--- config.mk ---
export PLATFORM = sky130hd
export DESIGN_NAME = hier_node_rr_agg
export DESIGN_NICKNAME = d
export VERILOG_FILES = /design/src/rtl/hier_node_pkg.sv /design/src/rtl/hier_leaf_tick.sv /design/src/rtl/hier_node_rr_agg.sv
export SDC_FILE = /design/constraint.sdc
export NUM_CORES = 1
export LEC_CHECK = 0
export CORE_ASPECT_RATIO = 0.6
export CORE_UTILIZATION = 55
export DETAILED_ROUTE_END_ITERATION = 16
export PLACE_DENSITY_LB_ADDON = 0.3
export RECOVER_POWER = 100
export SYNTH_ARGS = -nofsm -noshare
export SYNTH_HDL_FRONTEND = slang
export SYNTH_SLANG_ARGS = --single-unit
--- constraint.sdc ---
create_clock -name clk -period 4.7 [get_ports clk]
set_clock_uncertainty 0.2 [all_clocks]
set_input_delay 1.175 -clock clk [delete_from_list [all_inputs] [get_ports clk]]
set_output_delay 1.175 -clock clk [all_outputs]
set_load 0.005 [all_outputs]
--- src/rtl/hier_node_pkg.sv ---
// Shared types and constants for the round-robin hierarchy node and its leaves.
package hier_node_pkg;

    localparam int unsigned OVF_CNT_W  = 16;
    localparam int unsigned TOK_DATA_W = 32;
    localparam int unsigned TOK_ID_W   = 5;

    // Sized for the widest supported node; each instance uses the low bits it needs.
    typedef struct packed {
        logic [TOK_DATA_W-1:0] data;
        logic [TOK_ID_W-1:0]   id;
    } token_t;

    typedef enum logic [0:0] {
        StEmpty,
        StHeld
    } out_state_e;

    function automatic int unsigned id_width(input int unsigned n);
        return (n > 32'd2) ? unsigned'($clog2(n)) : 32'd1;
    endfunction

endpackage

--- src/rtl/hier_leaf_tick.sv ---
// Leaf token generator: period counter, sequence counter and a one-entry holding slot.
module hier_leaf_tick #(
    parameter int unsigned DATA_W   = 8,
    parameter int unsigned PERIOD_W = 4
) (
    input  logic                clk,
    input  logic                rst,
    input  logic                en,
    input  logic [PERIOD_W-1:0] period,
    input  logic                grant,
    output logic                full,
    output logic [DATA_W-1:0]   data,
    output logic                drop,
    output logic                ovf
);

    logic [PERIOD_W-1:0] cnt_q, cnt_d;
    logic [DATA_W-1:0]   seq_q, seq_d;
    logic [DATA_W-1:0]   data_q, data_d;
    logic                full_q, full_d;
    logic                ovf_q, ovf_d;
    logic                tick;
    logic                load;

    always_comb begin
        tick   = en && (cnt_q == period);
        // A slot granted this cycle is free to take the new token.
        load   = tick && (!full_q || grant);
        drop   = tick && full_q && !grant;

        cnt_d  = cnt_q;
        if (en) begin
            cnt_d = tick ? '0 : cnt_q + PERIOD_W'(1);
        end
        seq_d  = tick ? seq_q + DATA_W'(1) : seq_q;
        data_d = load ? seq_q : data_q;
        full_d = load ? 1'b1 : (grant ? 1'b0 : full_q);
        ovf_d  = ovf_q | drop;
    end

    always_ff @(posedge clk or posedge rst) begin
        if (rst) begin
            cnt_q  <= '0;
            seq_q  <= '0;
            data_q <= '0;
            full_q <= 1'b0;
            ovf_q  <= 1'b0;
        end else begin
            cnt_q  <= cnt_d;
            seq_q  <= seq_d;
            data_q <= data_d;
            full_q <= full_d;
            ovf_q  <= ovf_d;
        end
    end

    assign full = full_q;
    assign data = data_q;
    assign ovf  = ovf_q;

endmodule

--- src/rtl/hier_node_rr_agg.sv ---
// Hierarchy node merging NUM_CHILDREN leaf streams through a round-robin arbiter.
// Optional drop counter on ovf_cnt is built when HIER_NODE_OVF_CNT_EN is defined.
module hier_node_rr_agg
    import hier_node_pkg::*;
#(
    parameter int unsigned NUM_CHILDREN = 5,
    parameter int unsigned DATA_W       = 8,
    parameter int unsigned PERIOD_W     = 4,
    localparam int unsigned ID_W        = id_width(NUM_CHILDREN)
) (
    input  logic                    clk,
    input  logic                    rst,
    input  logic                    en,
    input  logic [PERIOD_W-1:0]     period,
    output logic                    out_valid,
    input  logic                    out_ready,
    output logic [DATA_W-1:0]       out_data,
    output logic [ID_W-1:0]         out_id,
    output logic [NUM_CHILDREN-1:0] ovf_flag,
    output logic [OVF_CNT_W-1:0]    ovf_cnt
);

    logic [NUM_CHILDREN-1:0] full;
    logic [NUM_CHILDREN-1:0] grant;
    logic [NUM_CHILDREN-1:0] drop;
    logic [DATA_W-1:0]       slot_data [NUM_CHILDREN];

    out_state_e              state_q, state_d;
    token_t                  tok_q, tok_d;
    logic [ID_W-1:0]         ptr_q, ptr_d;
    logic [ID_W-1:0]         gnt_idx;
    logic                    gnt_any;
    logic                    out_free;

    for (genvar k = 0; k < NUM_CHILDREN; k++) begin : g_leaf
        hier_leaf_tick #(
            .DATA_W   (DATA_W),
            .PERIOD_W (PERIOD_W)
        ) u_leaf (
            .clk    (clk),
            .rst    (rst),
            .en     (en),
            .period (period),
            .grant  (grant[k]),
            .full   (full[k]),
            .data   (slot_data[k]),
            .drop   (drop[k]),
            .ovf    (ovf_flag[k])
        );
    end

    assign out_free = (state_q == StEmpty) || out_ready;

    // First full slot at or above ptr, wrapping at the last child.
    always_comb begin : arb
        int j;
        j       = 0;
        gnt_any = 1'b0;
        gnt_idx = '0;
        grant   = '0;
        if (out_free) begin
            for (int i = 0; i < int'(NUM_CHILDREN); i++) begin
                j = int'(ptr_q) + i;
                if (j >= int'(NUM_CHILDREN)) begin
                    j = j - int'(NUM_CHILDREN);
                end
                if (!gnt_any && full[ID_W'(j)]) begin
                    gnt_any = 1'b1;
                    gnt_idx = ID_W'(j);
                end
            end
        end
        if (gnt_any) begin
            grant[gnt_idx] = 1'b1;
        end
    end

    always_comb begin
        ptr_d = ptr_q;
        tok_d = tok_q;
        if (gnt_any) begin
            ptr_d      = (gnt_idx == ID_W'(NUM_CHILDREN - 1)) ? '0 : gnt_idx + ID_W'(1);
            tok_d.data = TOK_DATA_W'(slot_data[gnt_idx]);
            tok_d.id   = TOK_ID_W'(gnt_idx);
        end
    end

    always_ff @(posedge clk or posedge rst) begin
        if (rst) begin
            state_q <= StEmpty;
        end else begin
            state_q <= state_d;
        end
    end

    always_comb begin
        state_d = state_q;
        unique case (state_q)
            StEmpty: if (gnt_any) state_d = StHeld;
            StHeld:  if (out_ready && !gnt_any) state_d = StEmpty;
            default: state_d = StEmpty;
        endcase
    end

    always_comb begin
        out_valid = (state_q == StHeld);
        out_data  = tok_q.data[DATA_W-1:0];
        out_id    = tok_q.id[ID_W-1:0];
    end

    always_ff @(posedge clk or posedge rst) begin
        if (rst) begin
            ptr_q <= '0;
            tok_q <= '0;
        end else begin
            ptr_q <= ptr_d;
            tok_q <= tok_d;
        end
    end

    // Upper token bits are always zero for narrower instances.
    logic unused_tok_bits;
    assign unused_tok_bits = ^tok_q;

`ifdef HIER_NODE_OVF_CNT_EN
    logic [OVF_CNT_W-1:0] ovf_cnt_q, ovf_cnt_d;
    logic [OVF_CNT_W-1:0] drop_sum;
    logic [OVF_CNT_W:0]   ovf_sum;

    always_comb begin
        drop_sum = '0;
        for (int k = 0; k < int'(NUM_CHILDREN); k++) begin
            drop_sum = drop_sum + OVF_CNT_W'(drop[k]);
        end
        ovf_sum   = {1'b0, ovf_cnt_q} + {1'b0, drop_sum};
        ovf_cnt_d = ovf_sum[OVF_CNT_W] ? '1 : ovf_sum[OVF_CNT_W-1:0];
    end

    always_ff @(posedge clk or posedge rst) begin
        if (rst) begin
            ovf_cnt_q <= '0;
        end else begin
            ovf_cnt_q <= ovf_cnt_d;
        end
    end

    assign ovf_cnt = ovf_cnt_q;
`else
    logic unused_drop;
    assign unused_drop = ^drop;
    assign ovf_cnt     = '0;
`endif

endmodule

==> results_dict.tcl <==
set metrics [dict create \
    gr-total-overflow 0 \
    hold_viol 0 \
    powerDensity_nw_per_um2 856 \
    final_common_cell "dfrtp_1" \
    worst_setup_path_start_kind "flop" \
    yosysUniqueCellTypes 81 \
    cts_buffer_depth 2 \
    synthesis.area_sq_um 7330 \
    synthToLayoutAreaGrowth_pct 13.5 \
    hp-class "reg -> reg" \
    diodes 0 \
    wl_per_cell_microns 19.5 \
    netlist.area_leader.share_pct 42.7 \
    cts_max_level 4 \
    post-place-ws_ps 231 \
    hp-start "g_leaf[3].u_leaf.seq_q[7]$_DFFE_PP0P_" \
    die_w_microns 151 \
    cp.required_ps 4790 \
    yosys.area.top_type "dfrtp_1" \
    p_leak_uw 0.00371 \
    numClockSinks 125 \
    regToRegEndpoint "g_leaf[3].u_leaf.data[3]$_DFFE_PP0P_" \
    synth-seq-cells 125 \
    n_fill_cell 971 \
    vias_per_cell 6.04 \
    clkLatencyLatePin_ps 420 \
    dr_total_vias 5571 \
    nets 768 \
    tritoncts "done" \
    r2r-start "ptr_q[1]$_DFFE_PP0P_" \
    cts-root-buf "clkbuf_16" \
    setup_ws_ps 241 \
    r2r_cells 13 \
    finalCritPeriodShare_pct 94.9 \
    ant_nets 0 \
    cp.arrival_ps 4550 \
    holdPathStages 1 \
    vdd_drop_max_v 0.000365 \
    final_layout_size_suffix_gt1_share_pct 16.2 \
    synthTopCellsByArea "dfrtp_1 (43%), xnor2_1 (4.4%), mux2_2 (4.1%)" \
    drv_slew 111 \
    worstMarginPinSlew_ps 1770 \
    drt-initial-drc-count 469 \
    initial_utilization_pct 56.7 \
    cap_violations 2 \
    die_h_microns 91.4 \
    grt_antenna_before_repair 0 \
    cp-end-kind "flop" \
    min_to "g_leaf[3].u_leaf.seq_q[7]$_DFFE_PP0P_" \
    globalplace.congestion 0.993 \
    drtPass1Iterations 5 \
    cts_buffers 17 \
    grt_max_degree 72 \
    hpwl_mm 12.9 \
    synth-main-ff-cell "dfrtp_1" \
    pin_count 41 \
    tns_ps 0 \
    final_cell_mix "dfrtp_1 (125), nand2_1 (66), nor2_1 (40)" \
    grtUsageTotal_pct 27.9 \
    fmax_mhz 224 \
    setup_viol 0 \
    rsz0062_at_grt "no" \
    synthArstFlopShare_pct 100 \
    period_minus_slack_ps 4460 \
    yosysWarnings 0 \
    avgSynthCellArea_sq_um 10.3 \
    grt_pass1_wl_mm 29.0 \
    r2r_setup_slack_ps 240 \
    cts.reportedPaths.clkPinSlew_ps 60 \
    outcome "finished with violations" \
    synth-edff-count 0 \
    syn_inst 709 \
    worstSetupPathType "reg -> reg" \
    wl_mm 17.9 \
    violations "max-capacitance violations, max-slew violations" \
    fp.dieArea_sq_um 13800 \
    yosysSeqAreaShare_pct 42.7 \
    relSlewSlack_pct -18.6 \
    drc 0 \
    critPathMaxFanout 10 \
    port_buffers 24 \
    first_global_vias 5275 \
    core_area_sq_um 12900 \
    row_count 32 \
]
==> cells in the mapped netlist, types with 8 or more instances <==
master and count:
ha_1 20, nand4_1 18, clkbuf_1 19, xnor2_1 37
mux2_2 27, nand2_1 66, a41oi_1 8, buf_2 11
nor2_1 40, o21ai_0 29, inv_1 21, dfrtp_1 125
a21o_1 12, mux2_4 17, nand2b_1 8, a21oi_1 18
buf_4 22, nand3_1 20, and3_1 15, xor2_1 31
o22ai_1 9
==> timing repair <==
action,4_1_cts,5_1_grt
hold buffers,0,0
setup endpoints to repair,0,33
setup buffers,0,1
resized for setup,0,7
==> report_power, final <==
part | switching (uW) | internal [uW]
Clock | 497 | 903
Combinational | 2430 | 1560
Sequential | 344 | 1390
==> flip-flops by register name, summed over array words and instances, names as in the netlist <==
name and count:
g_leaf.u_leaf.ovf 5, out_id 3, out_data 8, g_leaf.u_leaf.seq_q 40, g_leaf.u_leaf.data 40, g_leaf.u_leaf.cnt_q 20
out_valid 1, ptr_q 3, g_leaf.u_leaf.full 5
==> final cells by class <==
cell class	instances	area [sq um]	share of cell area (%)
Clock buffer	19	443	5.32
Clock inverter	13	190	2.29
Inverter	26	98.8	1.19
Multi-Input combinational cell	516	3810	45.9
Sequential cell	125	3130	37.6
Tap cell	170	213	2.56
Timing Repair Buffer	53	432	5.19
==> cell families after synthesis <==
kind of cell	share of synthesized area, %
and+or+nand+nor	14.9
adders and majority gates	3.69
buffers and inverters	5.87
xor gates and xnor gates	8.12
other	0.0512
muxes	9.40
AOI/OAI and AO/OA	15.3
DFF	42.7
==> worst max-delay path by stage <==
| stage | start | endpoint |
|---|---|---|
| 2_1_floorplan | ptr_q[0]$_DFFE_PP0P_ | g_leaf[1].u_leaf.data[0]$_DFFE_PP0P_ |
| 3_3_place_gp | ptr_q[1]$_DFFE_PP0P_ | g_leaf[1].u_leaf.data[1]$_DFFE_PP0P_ |
| 3_5_place_dp | ptr_q[1]$_DFFE_PP0P_ | g_leaf[1].u_leaf.data[5]$_DFFE_PP0P_ |
| 4_1_cts | ptr_q[1]$_DFFE_PP0P_ | g_leaf[1].u_leaf.data[2]$_DFFE_PP0P_ |
| 5_1_grt | ptr_q[1]$_DFFE_PP0P_ | g_leaf[1].u_leaf.data[6]$_DFFE_PP0P_ |
| 6_report | ptr_q[1]$_DFFE_PP0P_ | g_leaf[3].u_leaf.data[3]$_DFFE_PP0P_ |
==> routing by layer <==
metal  global-route usage [%]  vias up  part of all wire, %
li1                         -     2562                    -
met1                     43.4     2771                   49
met2                     37.8      213                   42
met3                     6.88       25                  7.4
met4                     7.67        0                  1.4
met5                        0        -                    0
==> through the flow <==
step	power [uW]	util (%)	instances	area [sq um]	hold WS, ps
2_1_floorplan	4580	-	724	7390	229
3_3_place_gp	5510	59.9	889	7750	258
3_5_place_dp	5650	59.9	889	7750	270
4_1_cts	7080	64.8	921	8380	278
5_1_grt	7580	64.3	922	8320	282
6_report	7120	64.3	922	8320	270
==> critical path, cell delays in order, from the launching register on <==
cell      delay [ps]
dfrtp_1          470
inv_2            150
ha_1             280
ha_2             410
nor2b_1          180
a22o_1           240
o211a_1          260
o211ai_1         380
or2_1            300
nand2b_1         200
a32oi_2          190
o41ai_4          430
nand2_2          220
mux2_1           410
No activity file was read; power rests on OpenSTA's default activity.
